## config.mk

```make
export PLATFORM = sky130hd
export DESIGN_NAME = gb_memory_bus_flat
export DESIGN_NICKNAME = d
export VERILOG_FILES = /design/src/rtl/gb_memory_bus_if.sv /design/src/rtl/gb_memory_bus.sv /design/src/flat_wrapper.sv
export SDC_FILE = /design/constraint.sdc
export NUM_CORES = 1
export LEC_CHECK = 0
export CAP_MARGIN = 20
export CORE_AREA = 2 2 69 71
export CTS_CLUSTER_DIAMETER = 80
export DETAILED_ROUTE_END_ITERATION = 6
export DIE_AREA = 0 0 71 73
export GPL_TIMING_DRIVEN = 0
export PLACE_DENSITY = 0.76
export SLEW_MARGIN = 20
export SYNTH_ARGS = -nofsm -noshare
export SYNTH_HDL_FRONTEND = slang
export SYNTH_SLANG_ARGS = --single-unit
```

## constraint.sdc

```tcl
create_clock -name clk -period 1.8 [get_ports clk]
set_clock_uncertainty 0.1 [all_clocks]
set_input_delay 0.27 -clock clk [delete_from_list [all_inputs] [get_ports clk]]
set_output_delay 0.27 -clock clk [all_outputs]
set_load 0.1 [all_outputs]
```

## src/rtl/gb_memory_bus_if.sv

```systemverilog
// CPU-side bus bundle: address, write data and strobe out of the CPU,
// combinational read data back into it. The master modport is the CPU side.
interface gb_memory_bus_if;
  logic [15:0] cpu_addr;
  logic [7:0]  cpu_data_w;
  logic        cpu_do_write;
  logic [7:0]  cpu_data_r;

  modport master (
    output cpu_addr,
    output cpu_data_w,
    output cpu_do_write,
    input  cpu_data_r
  );

  modport slave (
    input  cpu_addr,
    input  cpu_data_w,
    input  cpu_do_write,
    output cpu_data_r
  );
endinterface

```

## src/rtl/gb_memory_bus.sv

```systemverilog
// Game Boy bus fabric: address decode, read mux, gated write enables,
// boot-ROM overlay flag, IE register and power-on reset stretcher.
// Ports: clk/reset (sync, active-high), cpu (CPU bus interface),
//   *_data_r region read data in, vram_addr, *_we region write enables,
//   sys_reset, bootrom_enabled, interrupt_enable out.
module gb_memory_bus #(
  parameter logic [15:0] BOOTROM_SIZE      = 16'h0100,
  parameter logic [7:0]  RESET_HOLD        = 8'hFF,
  parameter logic [15:0] BOOT_DISABLE_ADDR = 16'hFF50
) (
  input  logic                  clk,
  input  logic                  reset,
  gb_memory_bus_if.slave        cpu,
  input  logic [7:0]            bootrom_data_r,
  input  logic [7:0]            cart_data_r,
  input  logic [7:0]            vram_data_r,
  input  logic [7:0]            wram_data_r,
  input  logic [7:0]            oam_data_r,
  input  logic [7:0]            io_data_r,
  input  logic [7:0]            hram_data_r,
  output logic [15:0]           vram_addr,
  output logic                  cart_we,
  output logic                  vram_we,
  output logic                  wram_we,
  output logic                  oam_we,
  output logic                  io_we,
  output logic                  hram_we,
  output logic                  sys_reset,
  output logic                  bootrom_enabled,
  output logic [4:0]            interrupt_enable
);

  logic [15:0] a;
  logic [7:0]  cnt;
  logic        lo_hit;
  logic        boot_hit;
  logic        rom_hit;
  logic        xram_hit;
  logic        vram_hit;
  logic        wram_hit;
  logic        oam_hit;
  logic        io_hit;
  logic        hram_hit;
  logic        ie_hit;
  logic        wr;

  assign a         = cpu.cpu_addr;
  assign vram_addr = a;

  assign lo_hit   = ~a[15];
  assign boot_hit = lo_hit && (a < BOOTROM_SIZE) && bootrom_enabled;
  assign rom_hit  = lo_hit && !boot_hit;
  assign vram_hit = (a[15:13] == 3'b100);
  assign xram_hit = (a[15:13] == 3'b101);
  assign wram_hit = (a >= 16'hC000) && (a <= 16'hFDFF);
  assign oam_hit  = (a >= 16'hFE00) && (a <= 16'hFE9F);
  assign io_hit   = (a[15:7] == 9'h1FE);
  assign hram_hit = (a >= 16'hFF80) && (a <= 16'hFFFE);
  assign ie_hit   = (a == 16'hFFFF);

  // Bus writes are ignored entirely while peripherals are held in reset.
  assign wr = cpu.cpu_do_write && !sys_reset;

  // MBC registers live under the whole ROM window, boot overlay included.
  assign cart_we = wr && (lo_hit || xram_hit);
  assign vram_we = wr && vram_hit;
  assign wram_we = wr && wram_hit;
  assign oam_we  = wr && oam_hit;
  assign io_we   = wr && io_hit;
  assign hram_we = wr && hram_hit;

  always_comb begin
    cpu.cpu_data_r = 8'hFF;
    unique case (1'b1)
      boot_hit: cpu.cpu_data_r = bootrom_data_r;
      rom_hit:  cpu.cpu_data_r = cart_data_r;
      xram_hit: cpu.cpu_data_r = cart_data_r;
      vram_hit: cpu.cpu_data_r = vram_data_r;
      wram_hit: cpu.cpu_data_r = wram_data_r;
      oam_hit:  cpu.cpu_data_r = oam_data_r;
      io_hit:   cpu.cpu_data_r = io_data_r;
      hram_hit: cpu.cpu_data_r = hram_data_r;
      ie_hit:   cpu.cpu_data_r = {3'b000, interrupt_enable};
      default:  cpu.cpu_data_r = 8'hFF;
    endcase
  end

  // Counter parks at RESET_HOLD once the stretch has elapsed.
  always_ff @(posedge clk) begin
    if (reset) begin
      cnt       <= 8'd0;
      sys_reset <= 1'b1;
    end else if (cnt == RESET_HOLD) begin
      sys_reset <= 1'b0;
    end else begin
      cnt <= cnt + 8'd1;
    end
  end

  always_ff @(posedge clk) begin
    if (sys_reset) begin
      bootrom_enabled  <= 1'b1;
      interrupt_enable <= 5'd0;
    end else if (cpu.cpu_do_write) begin
      if (ie_hit)
        interrupt_enable <= cpu.cpu_data_w[4:0];
      // One-way latch: only a reset brings the overlay back.
      if (a == BOOT_DISABLE_ADDR && cpu.cpu_data_w != 8'd0)
        bootrom_enabled <= 1'b0;
    end
  end

endmodule

```

## src/flat_wrapper.sv

```systemverilog
// flat-port wrapper written by rule: the top's interface ports become plain ports
module gb_memory_bus_flat 
#(
  parameter logic [15:0] BOOTROM_SIZE      = 16'h0100,
  parameter logic [7:0]  RESET_HOLD        = 8'hFF,
  parameter logic [15:0] BOOT_DISABLE_ADDR = 16'hFF50
)
  (clk, reset, bootrom_data_r, cart_data_r, vram_data_r, wram_data_r, oam_data_r, io_data_r, hram_data_r, vram_addr, cart_we, vram_we, wram_we, oam_we, io_we, hram_we, sys_reset, bootrom_enabled, interrupt_enable, cpu_cpu_addr, cpu_cpu_data_w, cpu_cpu_do_write, cpu_cpu_data_r);
  gb_memory_bus_if cpu_i ();
  input  logic clk;
  input  logic reset;
  input  logic [7:0] bootrom_data_r;
  input  logic [7:0] cart_data_r;
  input  logic [7:0] vram_data_r;
  input  logic [7:0] wram_data_r;
  input  logic [7:0] oam_data_r;
  input  logic [7:0] io_data_r;
  input  logic [7:0] hram_data_r;
  output logic [15:0] vram_addr;
  output logic cart_we;
  output logic vram_we;
  output logic wram_we;
  output logic oam_we;
  output logic io_we;
  output logic hram_we;
  output logic sys_reset;
  output logic bootrom_enabled;
  output logic [4:0] interrupt_enable;
  input wire logic [$bits(cpu_i.cpu_addr)-1:0] cpu_cpu_addr;
  input wire logic [$bits(cpu_i.cpu_data_w)-1:0] cpu_cpu_data_w;
  input wire logic [$bits(cpu_i.cpu_do_write)-1:0] cpu_cpu_do_write;
  output wire logic [$bits(cpu_i.cpu_data_r)-1:0] cpu_cpu_data_r;
  assign cpu_i.cpu_addr = cpu_cpu_addr;
  assign cpu_i.cpu_data_w = cpu_cpu_data_w;
  assign cpu_i.cpu_do_write = cpu_cpu_do_write;
  assign cpu_cpu_data_r = cpu_i.cpu_data_r;
  gb_memory_bus #(.BOOTROM_SIZE(BOOTROM_SIZE), .RESET_HOLD(RESET_HOLD), .BOOT_DISABLE_ADDR(BOOT_DISABLE_ADDR)) u_core (.clk(clk), .reset(reset), .cpu(cpu_i), .bootrom_data_r(bootrom_data_r), .cart_data_r(cart_data_r), .vram_data_r(vram_data_r), .wram_data_r(wram_data_r), .oam_data_r(oam_data_r), .io_data_r(io_data_r), .hram_data_r(hram_data_r), .vram_addr(vram_addr), .cart_we(cart_we), .vram_we(vram_we), .wram_we(wram_we), .oam_we(oam_we), .io_we(io_we), .hram_we(hram_we), .sys_reset(sys_reset), .bootrom_enabled(bootrom_enabled), .interrupt_enable(interrupt_enable));
endmodule
```

==> metrics.md <==
| Metric | Value |
|---|---|
| Status | complete, but fails checks |
| Failing checks | negative setup slack |
| Top post-synthesis cells by area | dfxtp_1 (22%), buf_4 (8.8%), a221oi_1 (5.8%) |
| Worst R2R Path Depth | 5 |
| Post-Syn Area | 1359 µm² |
| Crit-path leading delay family | simple AND/OR/NAND/NOR gates |
| Row Count | 25 |
| N_diodes | 0 |
| Clock slew at reported path FFs | 0.06 ns |
| Count leader, synth | nor2_1 |
| Max Slew Vio Count | 0 |
| Layout cells sized above 1 | 47.26% |
| Minimum clock period | 2.210 ns |
| Worst Path Arrival | 1.84 ns |
| Core area | 4536 µm² |
| Sequential Power Share | 24.6% |
| CTS Sinks | 15 |
| Sequential area share after synthesis | 22.10% |
| Pwr dens | 404.5 nW/µm² |
| Largest net degree at the start of global routing | 11 |
| Post-Synthesis Cells | 176 |
| Distinct cells, synth | 45 |
| Startpoint Class | flip-flop |
| Unrepaired setup endpoints after global routing | yes |
| Setup_tns | -2.914 ns |
| Register Area | 307.8 µm² |
| Max Clk Rate | 452.5 MHz |
| ANT nets after route | 0 |
| EDFF count, synth | 0 |
| Post-detail-place hpwl | 4385 µm |
| Slew HR | 35.81% |
| DR vias | 1991 |
| Number of max-cap violations | 0 |
| Max Root-Sink Buffers | 2 |
| Ys async rst share | 0% |
| Yosys warning count | 0 |
| Hold-fix buffers, CTS | 0 |
| Die Span Y | 73 µm |
| CP Data Required Time | 1.43 ns |
| Reg2Reg Setup Slack | 0.22 ns |
| Slowest-stage cell, CP | a222oi_1 |
| Die area | 5183 µm² |
| DRC viols | 0 |
| WL/cell | 15.92 µm |
| Commonest cells post-synth | nor2_1 (19), buf_4 (16), dfxtp_1 (15) |
| Critical path capture point type | output pin |
| R2R Path End | u_core.cnt[1]$_SDFFE_PP0P_ |
| Drt total wl | 6081 µm |
| Slew @ Worst Pin | 0.9667 ns |
| Clock power frac | 19.2% |
| Clock H-tree levels | 1 |
| Critical Path, Cell by Cell | nor4b_4, and3_4, nor2_4, a222oi_1, nand3_4, buf_12 |
| Initial antenna violation count | 0 |
| P_int | 0.8246 mW |
| First-pass GRT wire length | 9377 µm |
| Post-synth top area share | 22.10% |
| Yosys reg bits | 15 |
| Setup violators final | 10 |
| CP Launch Point | u_core.bootrom_enabled$_SDFFE_PP1P_ |
| Clk root buf | clkbuf_8 |
| Fin Hold WS | 0.2712 ns |
| I/O pins | 120 |
| Crit-path max cell delay | 0.45 ns |
| Lkg Pwr | 1.423 nW |
| Net switching power | 0.5646 mW |
| Total track usage | 22.40% |
| Area of the multi-input gates | 1269 µm² |
| Worst Path Max Fanout | 5 |
| CTS Buf Count | 3 |
| CP Capture Point | cpu_cpu_data_r[4] |
| Period utilisation layout | 122.8% |
| Worst min path class | input pin to flip-flop |
| Aggregate global routing overflow | 0 |
| Net Sw Frac | 40.64% |
| Post-synth top flop | dfxtp_1 |
| Yosys top cell by area | dfxtp_1 |
| Layout area overhead | 152.8% |
| Peak supply drop | 0.0004815 V |
| Layout Nets | 413 |
| Critical path type | flip-flop to output pin |
| Avg Cell Area, Syn | 7.720 µm² |
| Vias in the first global route | 1915 |
| Logic gate share of total power | 56.2% |
| I/O Buffers | 118 |
| Syn_nets | 260 |
| Reg2reg start | u_core.cnt[0]$_SDFFE_PP0P_ |
| Worst skew pair latency | 0.24 ns |
| Drt pass-1 iters | 4 |
| Fin worst setup slack | -0.4098 ns |
| DR vias/cell | 5.212 |
| Filler cell count | 313 |
| Levels on crit path | 6 |
| Buffers plus inverters on the worst setup path | 1 |
| Width of the chip | 71 µm |
| CTS tree | done |
| Final Hold Fails | 0 |
| Initial DRC count | 87 |
| RD Place Congestion | 0.8693 |
| Tot Pwr | 1.389 mW |
| Initial Util | 29.96% |
[area by class of cell]
| type | instances | share of cell area, % |
|---|---|---|
| clock inverters | 1 | 0.1457 |
| inverters | 3 | 0.3279 |
| plain buffers | 21 | 4.699 |
| repair buffers | 151 | 45.76 |
| clock buffers | 3 | 1.202 |
| multi-input cells | 134 | 36.94 |
| flip-flops and latches | 15 | 8.962 |
| well taps | 54 | 1.967 |
[cells in the final DEF (no fill, tap or decap), types with 6 or more instances in the layout]
cell	instances
a22oi_2	6
buf_12	9
buf_4	37
buf_6	18
buf_8	6
clkdlybuf4s15_2	15
clkdlybuf4s50_1	64
dfxtp_1	13
dlygate4sd2_1	13
mux2i_1	6
nand2_1	9
nand4_1	7
nor2_1	13
o211ai_1	6
[power groups by stage]
stage	Combinational, mW	Sequential, mW	Clock [mW]
after floorplan	0.410	0.348	0
after detailed placement	0.698	0.349	0
final	0.781	0.342	0.266
after CTS	0.759	0.342	0.274
after global routing	0.810	0.343	0.287
after global placement	0.694	0.349	0
[worst min-delay path by stage]
stage                                  startpoint                                 endpoint  depth (start not counted)
global placement    u_core.sys_reset$_SDFFE_PP1N_  u_core.interrupt_enable[2]$_SDFFE_PP0P_                          1
finish                                      reset               u_core.cnt[1]$_SDFFE_PP0P_                          2
detailed placement  u_core.sys_reset$_SDFFE_PP1N_  u_core.interrupt_enable[2]$_SDFFE_PP0P_                          1
global route                                reset               u_core.cnt[3]$_SDFFE_PP0P_                          2
CTS                                         reset               u_core.cnt[4]$_SDFFE_PP0P_                          2
floorplan                       cpu_cpu_data_w[0]  u_core.interrupt_enable[0]$_SDFFE_PP0P_                          2
[state kept, by name, summed over array words and instances (netlist names)]
register                 flops
u_core.bootrom_enabled       1
u_core.cnt                   8
u_core.interrupt_enable      5
u_core.sys_reset             1
[layer usage]
| metal | share of wire (%) | global-route usage [%] | vias to the layer above | wire, µm |
|---|---|---|---|---|
| li1 | - | - | 972 | - |
| met1 | 40 | 26.57 | 929 | 2443 |
| met2 | 52 | 42.89 | 84 | 3148 |
| met3 | 7.4 | 4.006 | 6 | 453 |
| met4 | 0.59 | 3.145 | 0 | 36 |
| met5 | 0 | 0 | - | 0 |
[kinds of logic after synthesis]
kind of cell               synth area share [%]
xor gates and xnor gates                  2.579
AOI/OAI and AO/OA                         24.22
DFF                                       22.10
adders and majority gates                0.9207
muxes                                     4.420
and+or+nand+nor                           32.23
buffers and inverters                     13.54
[through the flow]
step	cell area [µm²]	cells	utilization (%)	setup WS [ns]
after floorplan	1588	176	-	-0.8620
after global placement	2836	348	62.54	-2.100
after detailed placement	2836	348	62.54	-2.114
after CTS	3306	369	72.88	-0.5007
after global routing	3435	382	75.72	-0.4979
final	3435	382	75.72	-0.4098
[worst register-to-register path, stage by stage, from the launching register on]
cell and delay (ns):
dfxtp_1 0.42, ha_1 0.31, nand4_1 0.24, buf_4 0.21
mux2i_1 0.13, nor2_1 0.05
[what timing repair did]
item                                    CTS  global route
buffers inserted                         19            14
pin swaps                                27            12
endpoints found under the setup margin   43            15
gates cloned                              0             0
gates resized for setup                 260            22
(Power assumes the default switching activity.)
